### src/rtl/perceptron_sample_sequencer_pkg.sv
// Shared types for the perceptron sample sequencer: fixed-point sample format,
// sequencer states and stock truth tables.
package perceptron_sample_sequencer_pkg;

    localparam int unsigned SFP_W           = 16;
    localparam int unsigned FRAC_W          = 8;
    localparam int unsigned GATE_W          = 16;
    localparam int unsigned GATE_IDX_W      = 4;
    localparam int unsigned DEBOUNCE_CYCLES = 16;

    // Signed Q8.8 sample value
    typedef logic signed [SFP_W-1:0] sfp;

    localparam sfp ONE = 16'sh0100;

    typedef enum logic [1:0] {
        IDLE  = 2'd0,
        TRAIN = 2'd1,
        INFER = 2'd2
    } seq_state_e;

    // Bit k is the gate output for sample index k
    localparam logic [GATE_W-1:0] GATE_AND = 16'h0008;
    localparam logic [GATE_W-1:0] GATE_OR  = 16'h000E;

    function automatic sfp int_to_sfp(input int x);
        return SFP_W'(x <<< FRAC_W);
    endfunction

endpackage

### src/rtl/perceptron_sample_sequencer_if.sv
// Sample bus between the sequencer (master) and the perceptron core (slave).
interface perceptron_sample_sequencer_if
    import perceptron_sample_sequencer_pkg::*;
#(
    parameter int unsigned INPUT_UNITS = 2,
    parameter int unsigned EPOCHS      = 10
);
    localparam int unsigned EPOCH_W = $clog2(EPOCHS + 1);

    logic                   sample_ready;
    logic                   sample_valid;
    sfp [INPUT_UNITS-1:0]   values;
    sfp                     expected;
    logic                   training;
    logic [EPOCH_W-1:0]     epoch_count;
    logic                   done;

    modport master (
        input  sample_ready,
        output sample_valid, values, expected, training, epoch_count, done
    );

    modport slave (
        output sample_ready,
        input  sample_valid, values, expected, training, epoch_count, done
    );

endinterface

### src/rtl/perceptron_sample_sequencer_debouncer.sv
// Single-bit switch debouncer; only built when SEQUENCER_DEBOUNCE_EN is defined.
// Output follows the input after DEBOUNCE_CYCLES consecutive identical samples.
`ifdef SEQUENCER_DEBOUNCE_EN
module switch_debouncer
    import perceptron_sample_sequencer_pkg::*;
(
    input  logic clk,
    input  logic rst,
    input  logic in_i,
    output logic out_o
);
    localparam int unsigned CNT_W = $clog2(DEBOUNCE_CYCLES);

    logic [CNT_W-1:0] cnt_q;
    logic             out_q;

    // Count consecutive samples that disagree with the current output
    always_ff @(posedge clk) begin
        if (rst) begin
            cnt_q <= '0;
            out_q <= 1'b0;
        end else if (in_i == out_q) begin
            cnt_q <= '0;
        end else if (cnt_q == CNT_W'(DEBOUNCE_CYCLES - 1)) begin
            cnt_q <= '0;
            out_q <= in_i;
        end else begin
            cnt_q <= cnt_q + CNT_W'(1);
        end
    end

    assign out_o = out_q;

endmodule
`endif

### src/rtl/perceptron_sample_sequencer.sv
// Feeds the perceptron core: replays a gate truth table for EPOCHS passes, then
// streams synchronized switches. SEQUENCER_DEBOUNCE_EN adds per-switch debouncing.
module perceptron_sample_sequencer
    import perceptron_sample_sequencer_pkg::*;
#(
    parameter int unsigned       INPUT_UNITS = 2,
    parameter int unsigned       EPOCHS      = 10,
    parameter logic [GATE_W-1:0] GATE        = GATE_AND
) (
    input  logic                    clk,
    input  logic                    rst,
    input  logic                    start_i,
    input  logic [INPUT_UNITS-1:0]  switch_in_i,
    perceptron_sample_sequencer_if.master seq_if
);
    localparam int unsigned IDX_W   = INPUT_UNITS;
    localparam int unsigned EPOCH_W = $clog2(EPOCHS + 1);

    typedef sfp [INPUT_UNITS-1:0] values_t;

    function automatic values_t train_values(input logic [IDX_W-1:0] idx);
        values_t v;
        v = '0;
        for (int i = 0; i < INPUT_UNITS; i++) begin
            v[i] = idx[INPUT_UNITS-1-i] ? ONE : '0;
        end
        return v;
    endfunction

    function automatic sfp train_target(input logic [IDX_W-1:0] idx);
        return GATE[GATE_IDX_W'(idx)] ? ONE : '0;
    endfunction

    function automatic values_t switch_values(input logic [INPUT_UNITS-1:0] sw);
        values_t v;
        v = '0;
        for (int i = 0; i < INPUT_UNITS; i++) begin
            v[i] = int_to_sfp(int'(sw[i]));
        end
        return v;
    endfunction

    seq_state_e             state_q;
    logic [IDX_W-1:0]       idx_q, idx_d;
    logic [EPOCH_W-1:0]     epoch_q, epoch_d;
    values_t                values_q;
    sfp                     expected_q;
    logic                   valid_q, training_q, done_q;
    logic [INPUT_UNITS-1:0] sync1_q, sync2_q, sw_c;
    logic                   hs_c, wrap_c, last_c, restart_c;

    // Two-flop synchronizer for the asynchronous board switches
    always_ff @(posedge clk) begin
        if (rst) begin
            sync1_q <= '0;
            sync2_q <= '0;
        end else begin
            sync1_q <= switch_in_i;
            sync2_q <= sync1_q;
        end
    end

`ifdef SEQUENCER_DEBOUNCE_EN
    for (genvar g = 0; g < INPUT_UNITS; g++) begin : g_deb
        switch_debouncer u_deb (
            .clk   (clk),
            .rst   (rst),
            .in_i  (sync2_q[g]),
            .out_o (sw_c[g])
        );
    end
`else
    assign sw_c = sync2_q;
`endif

    // Sample index / epoch advance on each accepted training sample
    always_comb begin
        hs_c    = (state_q == TRAIN) && valid_q && seq_if.sample_ready;
        wrap_c  = hs_c && (idx_q == IDX_W'((1 << INPUT_UNITS) - 1));
        last_c  = wrap_c && (epoch_q == EPOCH_W'(EPOCHS - 1));
        idx_d   = hs_c ? idx_q + IDX_W'(1) : idx_q;
        epoch_d = (wrap_c && (epoch_q != EPOCH_W'(EPOCHS))) ? epoch_q + EPOCH_W'(1) : epoch_q;
        // start only matters outside TRAIN, or when it collides with the final handshake
        restart_c = start_i && ((state_q != TRAIN) || last_c);
    end

    always_ff @(posedge clk) begin
        if (rst) begin
            state_q    <= IDLE;
            idx_q      <= '0;
            epoch_q    <= '0;
            values_q   <= '0;
            expected_q <= '0;
            valid_q    <= 1'b0;
            training_q <= 1'b0;
            done_q     <= 1'b0;
        end else if (restart_c) begin
            state_q    <= TRAIN;
            idx_q      <= '0;
            epoch_q    <= '0;
            values_q   <= train_values(IDX_W'(0));
            expected_q <= train_target(IDX_W'(0));
            valid_q    <= 1'b1;
            training_q <= 1'b1;
            done_q     <= 1'b0;
        end else if (last_c) begin
            state_q    <= INFER;
            idx_q      <= '0;
            epoch_q    <= epoch_d;
            values_q   <= switch_values(sw_c);
            expected_q <= '0;
            training_q <= 1'b0;
            done_q     <= 1'b1;
        end else if (state_q == TRAIN) begin
            idx_q      <= idx_d;
            epoch_q    <= epoch_d;
            values_q   <= train_values(idx_d);
            expected_q <= train_target(idx_d);
        end else if (state_q == INFER) begin
            values_q   <= switch_values(sw_c);
        end
    end

    assign seq_if.sample_valid = valid_q;
    assign seq_if.values       = values_q;
    assign seq_if.expected     = expected_q;
    assign seq_if.training     = training_q;
    assign seq_if.epoch_count  = epoch_q;
    assign seq_if.done         = done_q;

endmodule

### src/flat_wrapper.sv
// flat-port wrapper written by rule: the top's interface ports become plain ports
module perceptron_sample_sequencer_flat import perceptron_sample_sequencer_pkg::*;
#(
    parameter int unsigned       INPUT_UNITS = 2,
    parameter int unsigned       EPOCHS      = 10,
    parameter logic [GATE_W-1:0] GATE        = GATE_AND
)
  (clk, rst, start_i, switch_in_i, seq_if_sample_ready, seq_if_sample_valid, seq_if_values, seq_if_expected, seq_if_training, seq_if_epoch_count, seq_if_done);
  perceptron_sample_sequencer_if #(.INPUT_UNITS(INPUT_UNITS), .EPOCHS(EPOCHS)) seq_if_i ();
  input  logic clk;
  input  logic rst;
  input  logic start_i;
  input  logic [INPUT_UNITS-1:0] switch_in_i;
  input wire logic [$bits(seq_if_i.sample_ready)-1:0] seq_if_sample_ready;
  output wire logic [$bits(seq_if_i.sample_valid)-1:0] seq_if_sample_valid;
  output wire logic [$bits(seq_if_i.values)-1:0] seq_if_values;
  output wire logic [$bits(seq_if_i.expected)-1:0] seq_if_expected;
  output wire logic [$bits(seq_if_i.training)-1:0] seq_if_training;
  output wire logic [$bits(seq_if_i.epoch_count)-1:0] seq_if_epoch_count;
  output wire logic [$bits(seq_if_i.done)-1:0] seq_if_done;
  assign seq_if_i.sample_ready = seq_if_sample_ready;
  assign seq_if_sample_valid = seq_if_i.sample_valid;
  assign seq_if_values = seq_if_i.values;
  assign seq_if_expected = seq_if_i.expected;
  assign seq_if_training = seq_if_i.training;
  assign seq_if_epoch_count = seq_if_i.epoch_count;
  assign seq_if_done = seq_if_i.done;
  perceptron_sample_sequencer #(.INPUT_UNITS(INPUT_UNITS), .EPOCHS(EPOCHS), .GATE(GATE)) u_core (.clk(clk), .rst(rst), .start_i(start_i), .switch_in_i(switch_in_i), .seq_if(seq_if_i));
endmodule
### config.mk
export PLATFORM = sky130hd
export DESIGN_NAME = perceptron_sample_sequencer_flat
export DESIGN_NICKNAME = d
export VERILOG_FILES = /design/src/rtl/perceptron_sample_sequencer_pkg.sv /design/src/rtl/perceptron_sample_sequencer_if.sv /design/src/rtl/perceptron_sample_sequencer_debouncer.sv /design/src/rtl/perceptron_sample_sequencer.sv /design/src/flat_wrapper.sv
export SDC_FILE = /design/constraint.sdc
export NUM_CORES = 1
export LEC_CHECK = 0
export ABC_AREA = 1
export BUFFER_PORTS_ARGS = -buffer_cell sky130_fd_sc_hd__buf_2
export CORE_UTILIZATION = 44
export DETAILED_ROUTE_END_ITERATION = 8
export HOLD_SLACK_MARGIN = 0.12
export MAX_ROUTING_LAYER = met4
export PLACE_DENSITY = 0.79
export REMOVE_ABC_BUFFERS = 1
export SETUP_SLACK_MARGIN = 0.3
export SYNTH_ARGS = -nofsm -noshare
export SYNTH_HDL_FRONTEND = slang
export SYNTH_SLANG_ARGS = --single-unit
### constraint.sdc
create_clock -name clk -period 1.75 [get_ports clk]
set_input_delay 0.0875 -clock clk [delete_from_list [all_inputs] [get_ports clk]]
set_output_delay 0.0875 -clock clk [all_outputs]
set_load 0.05 [all_outputs]
==> impl_metrics.json <==
{
  "area_growth_pct": 7.753,
  "cp_num_buf_inv": 0,
  "worst-setup-path-type": "flop to flop",
  "wl_met1_um": 646,
  "wl_met2_um": 804,
  "seq_area_um2": 325.3,
  "clk_pin_slew_ns": 0.09,
  "cts.sinks": 16,
  "drt-total-wl_um": 1585,
  "fin_nets": 184,
  "track_usage_pct": 12.48,
  "yosysTopAreaCellShare_pct": 30.34,
  "die_h_um": 52.31,
  "antenna_found_initial": 0,
  "finalSetupViolations": 0,
  "drc": 0,
  "rsz0062_at_grt": "false",
  "core_area_mm2": 0.002297,
  "synth_area_mm2": 0.001114,
  "synth_area_leader_cell": "buf_4",
  "period_share_pct": 77.47,
  "route.met3.wl_um": 92,
  "final_cell_area_mm2": 0.001200,
  "critPathMostFrequentCell": "nand2_4",
  "numCtsBuffers": 3,
  "cts_max_level": 1,
  "grt_max_degree": 10,
  "ir_drop_v": 0.0006070,
  "crit_arrival_ns": 1.54,
  "cpMaxStageDelayCell": "dfxtp_2",
  "multi_input_area_um2": 581.8,
  "num_vias": 809,
  "fillers": 221,
  "period_needed_ns": 1.356,
  "ant_nets": 0,
  "die_w_um": 52.31,
  "synth.distinct_cells": 20,
  "hold_violations": 0,
  "slew_viol_final": 0,
  "drtIter0Drc": 5,
  "initial_core_util_pct": 48.47,
  "grt_pass1_wl_um": 2421,
  "crit_path_end_kind": "flop",
  "status": "finished, final reports clean",
  "leakagePower_uw": 0.0006171,
  "yosysSeqAreaShare_pct": 28.76,
  "wl_per_cell_um": 7.925,
  "synthCells": 145,
  "gp_congestion": 0.7340,
  "crit_chain": "ha_4, nand3_4, nor2_4, nand2_4, nand2_4, nand2_4, nand2_4, a21oi_1",
  "io_pins": 61,
  "cp.required_ns": 1.93,
  "dr.pass1.iters": 4,
  "gr-total-overflow": 0,
  "dieArea_mm2": 0.002736,
  "max_stage_delay_ns": 0.38,
  "hpwlAfterDp_um": 1215,
  "synth_edf_count": 0,
  "diodes": 0,
  "synth.area.top_cells": "buf_4 30%, dfxtp_1 29%, inv_1 5.7%, nand2_1 5.7%, ha_1 5.6%",
  "skew_ns": 0.004078,
  "routed.top_layer": "met4",
  "fin_setup_tns_ns": 0,
  "max_freq_ghz": 0.7376,
  "final_common_cell": "conb_1",
  "place_area_mm2": 0.001051,
  "worst_slack_ns": 0.3943,
  "cts_tree": "yes",
  "cap_violations": 0,
  "insertion_delay_ns": 0.29,
  "num_rows": 17,
  "layout-drive-gt1-share_pct": 22.09,
  "worst_hold_path_type": "input pin to flop",
  "io_buffer_count": 15,
  "ys_seq_elements": 16,
  "power_density_mw_per_mm2": 784.7,
  "final_cell_mix": "45 x conb_1, 17 x nand2_1, 16 x inv_1",
  "instances_no_fill": 200,
  "clock_path_buffers": 2,
  "synthArstFlopShare_pct": 0,
  "ys.flop_type": "dfxtp_1",
  "hold_ws_ns": 0.2212,
  "avgViaCountPerCell": 4.045,
  "path_max_fanout": 8,
  "cp-start-kind": "flop",
  "dp_cells": 187,
  "synth_area_per_cell_um2": 7.680,
  "first_global_vias": 622,
  "pre_cts_ws_ns": 0.1946,
  "root_buffer": "clkbuf_4",
  "yosys_warnings": 0,
  "path_delay_family": "simple AND/OR/NAND/NOR gates"
}
worst reg2reg max path: cells and delay by family (launching register included):
| kind | cells | cell delay, ns |
|---|---|---|
| AO/OA/AOI/OAI | 1 | 0.04 |
| adder cells (fa/ha/maj) | 1 | 0.16 |
| flip-flops | 1 | 0.38 |
| AND/OR/NAND/NOR | 6 | 0.67 |
metrics by stage:
stage / total power [µW] / utilization (%)
2_1_floorplan: 665.1 / -
3_3_place_gp: 687.5 / 45.75
3_5_place_dp: 688.8 / 45.75
4_1_cts: 941.5 / 50.60
5_1_grt: 983.8 / 52.23
6_report: 941.6 / 52.23
cell type report:
| cell class | count | area share (%) |
|---|---|---|
| Clock buffer | 4 | 3.024 |
| Tap cell | 28 | 2.920 |
| Multi-Input combinational cell | 111 | 48.49 |
| Sequential cell | 16 | 27.11 |
| Timing Repair Buffer | 24 | 13.14 |
| Inverter | 17 | 5.318 |
timing repair:
item	4_1_cts	5_1_grt
gates resized for setup	3	6
pin swaps	1	5
buffers inserted	1	2
hold buffers	5	1
endpoints found under the setup margin	12	12
hold endpoints to repair	6	1
metal layers:
layer	vias to the layer above	track usage [%]
li1	410	-
met1	357	13.31
met2	37	20.89
met3	5	2.609
met4	0	7.895
met5	-	-
state kept, by name, indices dropped and copies added (netlist names):
signal                      cells
u_core.seq_if.values            2
u_core.idx_q                    2
u_core.seq_if.training          1
u_core.seq_if.epoch_count       4
u_core.sw_c                     2
u_core.sync1_q                  2
u_core.state_q                  1
u_core.seq_if.sample_valid      1
u_core.seq_if.expected          1
kinds of logic (layout without fill, tap and decap cells):
| logic type | Yosys count | after routing | share of synthesized area [%] |
|---|---|---|---|
| mux | 1 | 1 | 1.011 |
| buf+inv | 62 | 45 | 36.07 |
| other cells | 1 | 45 | 0.3368 |
| compound gates | 9 | 9 | 4.270 |
| fa+ha+maj | 5 | 5 | 5.618 |
| flops | 16 | 16 | 28.76 |
| simple gates | 51 | 51 | 23.93 |
cell usage after synthesis (2+ instances only):
master / n
nand3_2: 2
inv_1: 17
ha_1: 5
nand2_4: 3
or2_0: 2
buf_4: 45
dfxtp_1: 16
nand3_1: 5
a21oi_1: 8
nand4_1: 2
nand3b_1: 2
nand2_1: 17
nor2_1: 13
nand2_2: 2
power breakdown:
part	switching, µW	internal (µW)
Combinational	276	42.0
Sequential	8.95	376
Clock	112	127
Total	397	544
worst paths after layout:
kind	endpoint	startpoint	slack, ns	depth (start not counted)
setup reg to reg	u_core.seq_if.epoch_count[2]	u_core.seq_if.training	0.39	8
setup / recovery	u_core.seq_if.epoch_count[2]	u_core.seq_if.training	0.39	8
hold / removal	u_core.idx_q[0]	seq_if_sample_ready	0.22	5
hold reg to reg	u_core.sw_c[1]	u_core.sync1_q[1]	0.41	2
(Power assumes the default switching activity.)
